<file path="config.mk">
export PLATFORM = sky130hd
export DESIGN_NAME = rrf
export DESIGN_NICKNAME = d
export VERILOG_FILES = /design/src/rtl/rrf.sv
export SDC_FILE = /design/constraint.sdc
export NUM_CORES = 1
export LEC_CHECK = 0
export ABC_CLOCK_PERIOD_IN_PS = 6050
export BUFFER_PORTS_ARGS = -buffer_cell sky130_fd_sc_hd__buf_2
export CORE_MARGIN = 4
export CORE_UTILIZATION = 48
export DETAILED_ROUTE_END_ITERATION = 6
export PLACE_DENSITY_LB_ADDON = 0.2
export SLEW_MARGIN = 20
export SYNTH_ARGS = -nofsm -noshare
export SYNTH_HDL_FRONTEND = slang
export SYNTH_SLANG_ARGS = --single-unit
</file>
<file path="constraint.sdc">
create_clock -name clk -period 6.05 [get_ports clk]
set_input_delay 0.3025 -clock clk [delete_from_list [all_inputs] [get_ports clk]]
set_output_delay 0.3025 -clock clk [all_outputs]
set_load 0.02 [all_outputs]
</file>
<file path="src/rtl/rrf.sv">
// Retirement register file: committed arch-to-phys map (RRAT), returns the
// displaced physical register of every retiring write to the free list, and
// counts retired instructions.
module rrf #(
  parameter int ID_WIDTH = 2,
  parameter int ARF_IDX  = 5,
  parameter int PRF_IDX  = 6
) (
  input  logic                                  clk,
  input  logic                                  rst,
  input  logic [ID_WIDTH-1:0]                   commit_valid,
  input  logic [ID_WIDTH-1:0][PRF_IDX-1:0]      commit_rd_phy,
  input  logic [ID_WIDTH-1:0][ARF_IDX-1:0]      commit_rd_arch,
  output logic [ID_WIDTH-1:0]                   free_valid,
  output logic [ID_WIDTH-1:0][PRF_IDX-1:0]      free_phy,
  output logic [(2**ARF_IDX)-1:0][PRF_IDX-1:0]  arch_map,
  output logic [63:0]                           retired_cnt
);

  localparam int NARCH = 2**ARF_IDX;

  logic [NARCH-1:0][PRF_IDX-1:0] r_rrat;
  logic [ID_WIDTH-1:0]           r_free_v;
  logic [ID_WIDTH-1:0][PRF_IDX-1:0] r_free_p;
  logic [63:0]                   r_cnt;

  logic [NARCH-1:0][PRF_IDX-1:0] w_rrat_nxt;
  logic [ID_WIDTH-1:0]           w_free_v;
  logic [ID_WIDTH-1:0][PRF_IDX-1:0] w_free_p;
  logic [63:0]                   w_inc;

  // Walk lanes oldest-first so each lane sees the map left by earlier lanes.
  always_comb begin
    w_rrat_nxt = r_rrat;
    w_free_v   = '0;
    w_free_p   = '0;
    w_inc      = '0;
    for (int unsigned i = 0; i < ID_WIDTH; i++) begin
      if (commit_valid[i]) begin
        w_inc = w_inc + 64'd1;
        if (commit_rd_arch[i] != '0) begin
          w_free_v[i]                   = 1'b1;
          w_free_p[i]                   = w_rrat_nxt[commit_rd_arch[i]];
          w_rrat_nxt[commit_rd_arch[i]] = commit_rd_phy[i];
        end
      end
    end
  end

  // Register map, one-cycle free strobes and retire counter.
  always_ff @(posedge clk) begin
    if (rst) begin
      for (int unsigned a = 0; a < NARCH; a++) begin
        r_rrat[a] <= PRF_IDX'(a);
      end
      r_free_v <= '0;
      r_free_p <= '0;
      r_cnt    <= '0;
    end else begin
      r_rrat   <= w_rrat_nxt;
      r_free_v <= w_free_v;
      r_free_p <= w_free_p;
      r_cnt    <= r_cnt + w_inc;
    end
  end

  assign free_valid  = r_free_v;
  assign free_phy    = r_free_p;
  assign arch_map    = r_rrat;
  assign retired_cnt = r_cnt;

endmodule

</file>
==> flow_metrics.py, run 1 <==
metrics = {
    "timing": {
        "slew_headroom_pct": 6.988,
        "rsz0062_at_grt": "no",
        "finalSetupViolCount": 0,
        "max_freq_mhz": 266.4,
        "slew_viol_final": 0,
        "fin_crit_ns": 3.753,
        "report.final.hold_viol_count": 0,
        "skew_ns": 0.02080,
        "tns_ns": 0,
        "post-route-period-util_pct": 62.04,
        "max_slew.worst_pin.slew_ns": 1.395,
    },
    "logic_synthesis": {
        "syn-num-nets": 1900,
        "yosys-top-cells-count": "dfxtp_1 (270), nor2_1 (233), mux2i_1 (179)",
        "synth_warnings": 0,
        "syn_avg_cell_area_sq_um": 8.572,
        "synthTopCellsByArea": "dfxtp_1 (34%), mux2i_1 (11%), mux4_2 (7.3%)",
        "ys_types": 86,
        "ys_seq_area_share_pct": 33.72,
        "synth_top_area_share_pct": 33.72,
        "synth-edff-count": 0,
        "netlist_area_sq_um": 16030,
        "ys_seq_elements": 270,
        "synth_top_area_cell": "dfxtp_1",
        "yosys.cell_count.top_type": "dfxtp_1",
        "netlist_instances": 1870,
        "synth_top_flop_cell": "dfxtp_1",
        "synthArstFlopShare_pct": 0,
    },
    "detailed_routing": {
        "detail_route.iter0.violations": 2306,
        "drc": 0,
        "routed_wl_mm": 71.33,
        "ant_nets": 0,
        "routed_via_density": 6.572,
        "vias": 16530,
        "dr.pass1.iters": 6,
        "wl_per_cell_um": 28.35,
    },
    "global_routing": {
        "antenna_found_initial": 2,
        "grt_pass1_wl_mm": 104.2,
        "overflow": 0,
        "grt_util_all_layers_pct": 37.59,
        "grt_max_degree": 112,
        "grt_pass1_vias": 15320,
    },
    "power_and_ir_drop": {
        "power_density_nw_per_um2": 231.2,
        "vdd_drop_max_v": 0.0002160,
        "p_sw_w": 0.001230,
        "seq_power_share_pct": 42.9,
        "leakage_nw": 7.362,
        "finalPower_w": 0.004291,
        "internal_power_w": 0.003062,
        "power_frac_comb_pct": 12.2,
        "switching_share_pct": 28.65,
        "clock_power_share_pct": 45.0,
    },
    "cts": {
        "cts.sinks": 270,
        "cts_buffers": 31,
        "ctsHoldBuffers": 0,
        "cts_max_level": 1,
        "post_cts_buffers": 0,
        "clk_path_buf_depth": 3,
        "cts.repair.resized": 0,
        "cts_root_buf": "clkbuf_16",
        "insertion_delay_ns": 0.61,
        "cts_tree": "yes",
        "cts.clk_slew.worst_paths_ns": 0.07,
    },
    "setup_path": {
        "end_kind": "flop",
        "max_stage_delay_ns": 0.72,
        "crit_path_cell_trace": "buf_2, buf_4, nand2_1, nor2_2, mux2i_1, o32ai_1, nor4_1, a31oi_1",
        "crit_type": "input pin to flop",
        "startpoint_type": "input pin",
        "critPathArrivalTime_ns": 4.21,
        "crit_fanout": 47,
        "crit_slowest_cell": "nand2_1",
        "required_ns": 6.50,
    },
    "final_layout": {
        "fillers": 3054,
        "area_growth_pct": 15.78,
        "fin_area_sq_um": 18560,
        "drive_gt1_share_pct": 24.12,
        "nets": 2079,
    },
    "placed_design": {
        "dp_hpwl_mm": 51.15,
        "placed_area_sq_um": 17530,
        "globalplace.congestion": 1.065,
        "io_buffers": 295,
    },
    "worst_hold_path": {
        "worstHoldPathType": "input pin to flop",
    },
    "status": {
        "status": "complete, no violations",
    },
    "floorplanning": {
        "row_count": 66,
        "num_io_pins": 296,
        "die_area_sq_um": 36380,
        "core_sq_um": 32700,
        "dieHeight_um": 190.7,
        "die_w_um": 190.7,
        "initial_utilization_pct": 49.02,
    },
    "job": {
        "max_cap_violations": 0,
    },
}
[worst max-delay path, delay by kind of cell]
kind	cells	cell delay (ns)
buffers and inverters	2	1.06
muxes	1	0.51
and+or+nand+nor	3	1.93
AOI/OAI and AO/OA	2	0.37
[through the flow]
step / utilization [%] / instances / hold WS, ns / setup WS, ns
after CTS: 56.75 / 2515 / 0.2466 / 2.577
after detailed placement: 53.61 / 2458 / 0.4965 / 1.964
after global placement: 53.61 / 2458 / 0.4783 / 2.050
after global routing: 56.75 / 2515 / 0.2871 / 2.410
final: 56.76 / 2516 / 0.2531 / 2.297
after floorplan: - / 1870 / 0.4517 / 3.223
[path summary, 6_finish.rpt]
check | startpoint | endpoint | slack [ns] | depth (start not counted)
min | rst | retired_cnt[1] | 0.25 | 2
max | commit_rd_arch[1] | free_phy[6] | 2.30 | 8
min reg2reg | arch_map[5] | arch_map[5] | 0.50 | 1
max reg2reg | retired_cnt[0] | retired_cnt[50] | 2.57 | 9
[power groups by stage]
stage | Sequential, W | Combinational (W) | Clock, W
final | 0.00184 | 0.000522 | 0.00193
after global routing | 0.00184 | 0.000538 | 0.00202
after CTS | 0.00184 | 0.000503 | 0.00194
after detailed placement | 0.00188 | 0.000502 | 0
after global placement | 0.00188 | 0.000501 | 0
after floorplan | 0.00190 | 0.000289 | 0
[cells in the final DEF, fill, tap and decap left out, types with 31 or more instances in the layout]
cell	n
clkbuf_16	31
nor3_1	38
nor2_1	233
nand2b_1	64
nand2_1	145
buf_2	292
mux2i_1	179
dfxtp_1	270
a21oi_1	77
o21ai_0	102
nand3_1	60
a211oi_1	100
mux4_2	52
[logic make-up after synthesis]
family          Yosys count  share of synthesized area (%)
compound gates          394                          16.09
mux                     241                          19.21
simple gates            721                          23.01
buf+inv                 190                          4.878
fa+ha+maj                 4                         0.3591
xor+xnor                 50                          2.732
flops                   270                          33.72
[sequential cells by signal, summed over array words and instances (netlist names)]
name / count
free_valid: 2
retired_cnt: 64
arch_map: 192
free_phy: 12
[area by class of cell]
class,instances,area (sq um),share of cell area (%)
Antenna cell,1,2.502,0.01348
Clock buffer,44,884.6,4.766
Clock inverter,13,141.4,0.7618
Inverter,20,75.07,0.4045
Multi-Input combinational cell,1410,9853,53.09
Sequential cell,270,5405,29.12
Tap cell,442,553.0,2.980
Timing Repair Buffer,316,1645,8.865
[metal layers]
layer	wire length [um]	vias to the layer above	global-route usage (%)
li1	-	7161	-
met1	29170	8000	53.99
met2	30320	1204	55.94
met3	8944	169	8.751
met4	2887	0	12.32
met5	0	-	0
No activity file was read; power rests on OpenSTA's default activity.
==> run 2, diff against run 1 <==
Settings changed: ABC_CLOCK_PERIOD_IN_PS 6050 to 3200.
Clock period 6.05 ns to 3.2 ns, I/O delays scaled along.
==> run 2 against run 1 <==
  * The run now ends with DRC left
  * Combinational power rose by 99%
  * Global-route usage is essentially flat
  * Hold slack worse by 0.18 ns
  * Die area unchanged
  * Routed wire length up 0.34%
  * Final cell count grew 3.7%
  * Design area increased by 3.8%
  * Critical endpoint is now retired_cnt[62]
==> flow_metrics.py, run 2 (synthesis gave the netlist of run 1 again) <==
metrics = {
    "status": {
        "status": "finished with violations",
        "failed_checks": "DRC",
    },
    "final_layout": {
        "final_core_util_pct": 58.92,
        "largest_reg_flops": 192,
        "fin_area_sq_um": 19270,
        "final_common_cell": "buf_2",
        "drive_gt1_share_pct": 27.10,
        "fillers": 2964,
        "layout_common_cells": "buf_2 (292), dfxtp_1 (270), nor2_1 (233)",
        "diodes": 0,
        "register_area_sq_um": 5405,
        "area_growth_pct": 20.19,
        "multi_input_area_sq_um": 9843,
        "nets": 2173,
    },
    "timing": {
        "max_freq_mhz": 366.3,
        "skew_ns": 0.01936,
        "fin_hold_ws_ns": 0.07182,
        "rsz0062_at_grt": "no",
        "post-route-period-util_pct": 85.32,
        "report.final.hold_viol_count": 0,
        "slew_headroom_pct": 34.96,
        "fin_crit_ns": 2.730,
        "slew_viol_final": 0,
        "tns_ns": 0,
        "finalSetupViolCount": 0,
        "max_slew.worst_pin.slew_ns": 0.9756,
    },
    "detailed_routing": {
        "vias": 16720,
        "detail_route.iter0.violations": 2331,
        "routed_via_density": 6.412,
        "dr.pass1.iters": 7,
        "wl_per_cell_um": 27.44,
        "drc": 2,
        "routed_wl_mm": 71.56,
        "ant_nets": 0,
    },
    "cts": {
        "cts_tree": "yes",
        "cts.repair.resized": 0,
        "ctsHoldBuffers": 0,
        "clk_path_buf_depth": 3,
        "post_cts_buffers": 0,
        "cts_max_level": 1,
        "cts.sinks": 270,
        "cts_root_buf": "clkbuf_16",
        "cts_buffers": 31,
        "cts.clk_slew.worst_paths_ns": 0.06,
        "insertion_delay_ns": 0.59,
    },
    "setup_path": {
        "startpoint_type": "flop",
        "end_kind": "flop",
        "cp_num_buf_inv": 2,
        "cp_top_family": "simple AND/OR/NAND/NOR gates",
        "crit_type": "flop to flop",
        "required_ns": 3.71,
        "crit_fanout": 9,
        "critPathArrivalTime_ns": 3.24,
        "crit_path_cell_trace": "ha_1, inv_1, fa_1, and4b_1, nand4_2, buf_4, nor2_1, nand4_1, or3_1, a21oi_1",
        "crit_slowest_cell": "or3_1",
        "max_stage_delay_ns": 0.43,
    },
    "global_routing": {
        "grt_pass1_vias": 15590,
        "overflow": 0,
        "grt_pass1_wl_mm": 103.6,
        "grt_util_all_layers_pct": 37.57,
        "antenna_found_initial": 5,
        "grt_max_degree": 114,
    },
    "job": {
        "max_cap_violations": 0,
    },
    "floorplanning": {
        "num_io_pins": 296,
        "initial_utilization_pct": 49.02,
        "core_sq_um": 32700,
        "die_area_sq_um": 36380,
        "die_w_um": 190.7,
        "row_count": 66,
        "dieHeight_um": 190.7,
    },
    "power_and_ir_drop": {
        "leakage_nw": 7.800,
        "vdd_drop_max_v": 0.0004199,
        "power_density_nw_per_um2": 420.8,
    },
    "placed_design": {
        "dp_hpwl_mm": 52.67,
        "placed_area_sq_um": 18270,
        "io_buffers": 295,
        "globalplace.congestion": 1.020,
    },
    "worst_hold_path": {
        "worstHoldPathType": "input pin to flop",
    },
}
-- run 2: cell count changes in the layout (fill, tap and decap cells not counted) --
cell        previous run  this run
clkinvlp_4             3         2
diode_2                1         0
buf_12                 0         3
clkbuf_1               7        11
inv_6                  0         1
inv_16                 1         0
nor3b_1                2         4
o21ai_0              102       103
o21ai_1                3         2
buf_4                 23       114
clkinv_2               6         2
nor3b_2                3         1
-- run 2: path summary, 6_finish.rpt --
| path | cells past startpoint | start | slack, ns | endpoint |
|---|---|---|---|---|
| max | 10 | retired_cnt[0] | 0.47 | retired_cnt[62] |
| min | 4 | commit_valid[0] | 0.07 | retired_cnt[0] |
| max reg2reg | 10 | retired_cnt[0] | 0.47 | retired_cnt[62] |
| min reg2reg | 1 | arch_map[5] | 0.50 | arch_map[5] |
-- run 2: through the flow --
step | setup WS, ns | instances | total power (W)
6_report | 0.4698 | 2608 | 0.008108
5_1_grt | 0.2829 | 2608 | 0.008317
4_1_cts | 0.4816 | 2608 | 0.008101
3_5_place_dp | 0.2277 | 2552 | 0.004546
3_3_place_gp | 0.2564 | 2552 | 0.004545
2_1_floorplan | 0.4588 | 1870 | 0.004142
-- run 2: layout make-up --
type	instances	area share, %
sequential	270	28.05
clock buffer	48	4.669
inverter	20	0.3896
timing repair buffer	410	12.40
clock inverter	8	0.5325
tap	442	2.870
multi-input combinational	1410	51.09
-- run 2: worst min-delay path, cell delays in order --
cell and delay (ns):
buf_2 0.11, ha_1 0.13, ha_1 0.11, nor2b_1 0.11
-- run 2: per-layer routing --
metal	GRT usage (%)	up-vias	share of wire (%)	wire length [um]
met1	51.36	7980	40	28570
li1	-	7336	-	-
met5	0	-	0.092	66
met2	55.53	1172	42	30370
met4	13.70	10	4.4	3176
met3	12.47	225	13	9381
-- run 2: report_power, final --
| part | total [W] | internal [W] | switching (W) |
|---|---|---|---|
| logic | 0.00104 | 0.000324 | 0.000719 |
| registers | 0.00347 | 0.00342 | 0.0000562 |
| clock network | 0.00359 | 0.00208 | 0.00151 |
| total | 0.00811 | 0.00582 | 0.00228 |
